File: config.mk
export PLATFORM = sky130hd
export DESIGN_NAME = instruction_encoder_loader
export DESIGN_NICKNAME = d
export VERILOG_FILES = /design/src/rtl/instruction_encoder_loader.sv
export SDC_FILE = /design/constraint.sdc
export NUM_CORES = 1
export LEC_CHECK = 0
export ABC_AREA = 1
export CORE_UTILIZATION = 42
export DETAILED_ROUTE_END_ITERATION = 8
export PLACE_DENSITY_LB_ADDON = 0.1
export SLEW_MARGIN = 25
export SYNTH_ARGS = -nofsm -noshare
export SYNTH_HDL_FRONTEND = slang
export SYNTH_SLANG_ARGS = --single-unit
File: constraint.sdc
create_clock -name clk -period 1.8 [get_ports clk]
set_clock_uncertainty 0.05 [all_clocks]
set_input_delay 0.36 -clock clk [delete_from_list [all_inputs] [get_ports clk]]
set_output_delay 0.36 -clock clk [all_outputs]
set_load 0.03 [all_outputs]
File: src/rtl/instruction_encoder_loader.sv
// Assembles symbolic MIPS instructions into 32-bit words and streams them into
// instruction memory at consecutive word addresses during a load session.
module instruction_encoder_loader #(
  parameter int ADDR_W = 6
) (
  input  logic              clk,
  input  logic              rst_n,
  input  logic              start,
  input  logic              finish,
  input  logic              in_valid,
  output logic              in_ready,
  input  logic [3:0]        in_kind,
  input  logic [4:0]        in_rs,
  input  logic [4:0]        in_rt,
  input  logic [4:0]        in_rd,
  input  logic [4:0]        in_shamt,
  input  logic [5:0]        in_funct,
  input  logic [15:0]       in_imm,
  input  logic [25:0]       in_target,
  output logic              im_we,
  output logic [ADDR_W-1:0] im_addr,
  output logic [31:0]       im_wdata,
  output logic              busy,
  output logic              done,
  output logic [ADDR_W:0]   count,
  output logic              err_illegal
);

  localparam int DEPTH = 1 << ADDR_W;

  typedef enum logic [1:0] {IDLE, LOAD, DONE} state_t;

  state_t            state_q, state_d;
  logic [ADDR_W-1:0] ptr_q, ptr_d;
  logic [ADDR_W:0]   count_q, count_d;
  logic              err_q, err_d;
  logic              we_q, we_d;
  logic [ADDR_W-1:0] addr_q, addr_d;
  logic [31:0]       wdata_q, wdata_d;

  logic              legal;
  logic [31:0]       word;
  logic              hs;
  logic [ADDR_W:0]   count_inc;

  always_comb begin
    legal = 1'b1;
    word  = 32'h0;
    unique case (in_kind)
      4'd0:  word = {6'b000000, in_rs, in_rt, in_rd, in_shamt, in_funct};
      4'd1:  word = {6'b001000, in_rs, in_rt, in_imm};
      4'd2:  word = {6'b001100, in_rs, in_rt, in_imm};
      4'd3:  word = {6'b001101, in_rs, in_rt, in_imm};
      4'd4:  word = {6'b001110, in_rs, in_rt, in_imm};
      4'd5:  word = {6'b100011, in_rs, in_rt, in_imm};
      4'd6:  word = {6'b101011, in_rs, in_rt, in_imm};
      4'd7:  word = {6'b000100, in_rs, in_rt, in_imm};
      4'd8:  word = {6'b001111, 5'b00000, in_rt, in_imm};
      4'd9:  word = {6'b000010, in_target};
      4'd10: word = {6'b000011, in_target};
      default: legal = 1'b0;
    endcase
  end

  assign in_ready  = (state_q == LOAD);
  assign hs        = in_valid & in_ready;
  assign count_inc = count_q + 1'b1;

  always_comb begin
    state_d = state_q;
    ptr_d   = ptr_q;
    count_d = count_q;
    err_d   = err_q;
    we_d    = 1'b0;
    addr_d  = addr_q;
    wdata_d = wdata_q;
    // start has priority over everything, including a concurrent handshake
    if (start) begin
      state_d = LOAD;
      ptr_d   = '0;
      count_d = '0;
      err_d   = 1'b0;
    end else if (state_q == LOAD) begin
      if (hs) begin
        if (legal) begin
          we_d    = 1'b1;
          addr_d  = ptr_q;
          wdata_d = word;
          ptr_d   = ptr_q + 1'b1;
          count_d = count_inc;
          if (count_inc == (ADDR_W+1)'(DEPTH)) state_d = DONE;
        end else begin
          err_d = 1'b1;
        end
      end
      if (finish) state_d = DONE;
    end
  end

  always_ff @(posedge clk or negedge rst_n) begin
    if (!rst_n) begin
      state_q <= IDLE;
      ptr_q   <= '0;
      count_q <= '0;
      err_q   <= 1'b0;
      we_q    <= 1'b0;
      addr_q  <= '0;
      wdata_q <= '0;
    end else begin
      state_q <= state_d;
      ptr_q   <= ptr_d;
      count_q <= count_d;
      err_q   <= err_d;
      we_q    <= we_d;
      addr_q  <= addr_d;
      wdata_q <= wdata_d;
    end
  end

  assign im_we       = we_q;
  assign im_addr     = addr_q;
  assign im_wdata    = wdata_q;
  assign busy        = (state_q == LOAD);
  assign done        = (state_q == DONE);
  assign count       = count_q;
  assign err_illegal = err_q;

endmodule

==> out/qor.yml <==
rows: 29
fin_crit_sh_pct: 98.2
synth_nets: 424
cap_viol_max_count: 0
first_iter_violations: 110
htreeDepth: 2
r2r_cells: 10
wl_met3_um: 505
yosysSeqAreaShare_pct: 48.8
antenna_cells: 0
r2r_end: "state_q[1]"
clock-sinks: 54
route.met2.wl_um: 3710
root_buffer: "clkbuf_8"
drt-pass1-iter-count: 4
nets: 570
cpMaxStageDelayCell: "clkdlybuf4s50_1"
peakVddDrop_mv: 0.622
ys_seq_elements: 54
fill_cells: 540
post-route-min-period_ns: 1.77
cts.clk_slew.worst_paths_ns: 0.10
worstSetupStartpointType: "flop"
finalWirelength_um: 7400
core_region_area_um2: 6350
power_mw: 3.86
path_buf_inv: 1
highest_layer: "met4"
finalSetupViolCount: 0
path_depth: 1
rsz0062_at_grt: "no"
drv_slew: 0
area_delta_synth_final_pct: 57.9
port_buffers: 125
p_int_mw: 2.44
fin_hold_ws_ns: 0.436
p_comb_share_pct: 41.5
path_class: "flop to output pin"
power.switching_mw: 1.42
p_leak_nw: 2.28
dieArea_um2: 6930
endpoint_kind: "output pin"
cp_top_family: "buffers and inverters"
cp-endpoint: "im_addr[2]"
place_area_um2: 4240
grt_pass1_wl_um: 12600
via_per_inst: 4.92
regToRegSetupSlack_ns: 0.19
insertion_delay_ns: 0.31
power.share.clock_pct: 17.5
cp_max_fo: 2
required_ns: 1.39
post-cts-setup-buffers: 0
finalNonFillerCells: 569
powerDensity_nw_per_um2: 882
fin_setup_tns_ns: 0
arrival_ns: 1.36
ys_types: 29
routabilityCongestion: 0.861
seq_area_um2: 1350
globalRouteOverflowTotal: 0
grt_max_degree: 55
place_hpwl_um: 5670
dp.cells: 560
io_pins: 127
grt_pass1_vias: 2756
cts_made_buffers: 5
fmax_mhz: 566
die_y_um: 83.2
finalHoldViolCount: 0
syn_inst: 345
critical_path.max_stage_delay_ns: 0.67
avgRoutedWirePerCell_um: 13.0
fin_area_um2: 4380
p_sw_share_pct: 36.7
cp_cell_sequence: "clkdlybuf4s50_1"
seq_power_share_pct: 40.9
syn-mean-instance-area_um2: 8.03
antenna_found_initial: 0
cts_tree: "done"
drive_gt1_share_pct: 9.55
vias: 2798
reg2reg_from: "count[1]"
crit_start: "im_addr[2]"
hold_class: "flop to flop"
drtAntennaViolNets: 0
start_util_pct: 43.6
multiInputGateArea_um2: 1200
clock_path_buffers: 2
synth_warnings: 0
drc: 0
status: "completed"
syn_area_um2: 2770
fp.dieW_um: 83.2
wl_met1_um: 3110
grtUsageTotal_pct: 22.2
-- synth_stat cells --
| cell type | number | share of area (%) |
|---|---|---|
| buf_4 | 4 | 1.1 |
| o22ai_1 | 7 | 1.6 |
| o211ai_1 | 1 | 0.27 |
| a21oi_1 | 14 | 2.5 |
| nand3_1 | 7 | 1.3 |
| o21ai_1 | 11 | 2.0 |
| xor2_1 | 1 | 0.32 |
| xnor2_1 | 1 | 0.32 |
| buf_2 | 2 | 0.36 |
| o21bai_1 | 1 | 0.27 |
| ha_1 | 2 | 0.90 |
| a21oi_4 | 2 | 1.2 |
| buf_6 | 7 | 2.8 |
| nand2_2 | 1 | 0.23 |
| dfrtp_1 | 54 | 49 |
| nand2_4 | 2 | 0.81 |
| nand4_1 | 6 | 1.4 |
| a22o_1 | 11 | 3.5 |
| a41oi_1 | 1 | 0.32 |
| clkbuf_2 | 1 | 0.18 |
| inv_4 | 1 | 0.23 |
| inv_2 | 2 | 0.27 |
| nor3_1 | 1 | 0.18 |
| conb_1 | 1 | 0.14 |
| nor2_1 | 15 | 2.0 |
| o21a_1 | 7 | 1.9 |
| nand2_1 | 148 | 20 |
| inv_1 | 21 | 2.8 |
| o21ai_0 | 13 | 2.3 |
-- logic make-up (layout without fill, tap and decap cells) --
logic type	Yosys count	in the layout	synth area share, %
adders and majority gates	2	2	0.903
other	1	1	0.135
and+or+nand+nor	180	180	25.9
buffers and inverters	38	185	7.81
DFF	54	54	48.8
xor gates and xnor gates	2	2	0.632
AOI/OAI and AO/OA	68	68	15.8
-- timing repair --
action / in CTS / in global routing
endpoints found under the hold margin: 21 / 0
setup endpoints to repair: 8 / 24
hold buffers: 1 / 0
gates resized for setup: 10 / 23
-- power groups by stage --
stage	Sequential [mW]	Combinational (mW)	Clock (mW)
6_report	1.58	1.60	0.676
5_1_grt	1.61	1.71	0.748
4_1_cts	1.59	1.64	0.700
3_5_place_dp	1.60	1.65	0
3_3_place_gp	1.60	1.63	0
2_1_floorplan	2.05	0.379	0
-- worst register-to-register path, cell delays in order (launching register included) --
cell     delay, ns
dfrtp_1       0.43
ha_1          0.22
nand3_1       0.13
o21ai_0       0.17
nand2_1       0.08
nor2_1        0.09
nand2_1       0.06
nand2_1       0.09
nand2_1       0.08
nand2_1       0.06
nand2_1       0.05
-- placed cells by master (no fill, tap or decap), types with 2 or more instances in the layout --
cell / netlist / final
a21oi_1: 14 / 14
a21oi_4: 2 / 2
a22o_1: 11 / 11
buf_12: 0 / 4
buf_4: 4 / 23
clkbuf_2: 1 / 2
clkbuf_8: 0 / 5
clkdlybuf4s50_1: 0 / 97
dfrtp_1: 54 / 53
dlygate4sd2_1: 0 / 6
dlymetal6s2s_1: 0 / 19
ha_1: 2 / 2
inv_1: 21 / 21
inv_2: 2 / 2
nand2_1: 148 / 148
nand2_4: 2 / 2
nand3_1: 7 / 7
nand4_1: 6 / 6
nor2_1: 15 / 15
o21a_1: 7 / 7
o21ai_0: 13 / 13
o21ai_1: 11 / 11
o22ai_1: 7 / 7
-- area by class of cell --
cell class	count	share of cell area, %
repair buffers	153	35.2
inverters	24	2.17
multi-input cells	253	27.5
well taps	77	2.20
clock inverters	3	0.486
clock buffers	5	1.57
flip-flops and latches	54	30.9
-- registers in the layout, summed over array words and instances, names as in the netlist --
name / count
im_wdata: 31
err_illegal: 1
state_q: 2
ptr_q: 6
im_addr: 6
im_we: 1
count: 7
-- worst min path at each step --
stage / slack, ns / to / startpoint / cells after the start
after floorplan: 0.01 / count[0] / rst_n / 0
after global placement: 0.33 / state_q[1] / rst_n / 2
after detailed placement: 0.33 / state_q[1] / rst_n / 2
after CTS: 0.44 / im_wdata[24] / im_wdata[24] / 2
after global routing: 0.46 / im_wdata[29] / im_wdata[29] / 2
final: 0.44 / im_wdata[24] / im_wdata[24] / 2
-- per-layer routing --
layer	vias up	global-route usage, %
met2	104	39.0
li1	1404	-
met1	1283	27.5
met4	0	5.64
met5	-	0
met3	7	5.17
-- stage by stage --
step | setup WS (ns) | utilization, %
after floorplan | 0.156 | -
after global placement | -0.149 | 66.8
after detailed placement | -0.224 | 66.8
after CTS | 0.000277 | 68.3
after global routing | 0.000301 | 68.9
final | 0.0319 | 68.9
Note: power is estimated with default switching activity, not from simulation.
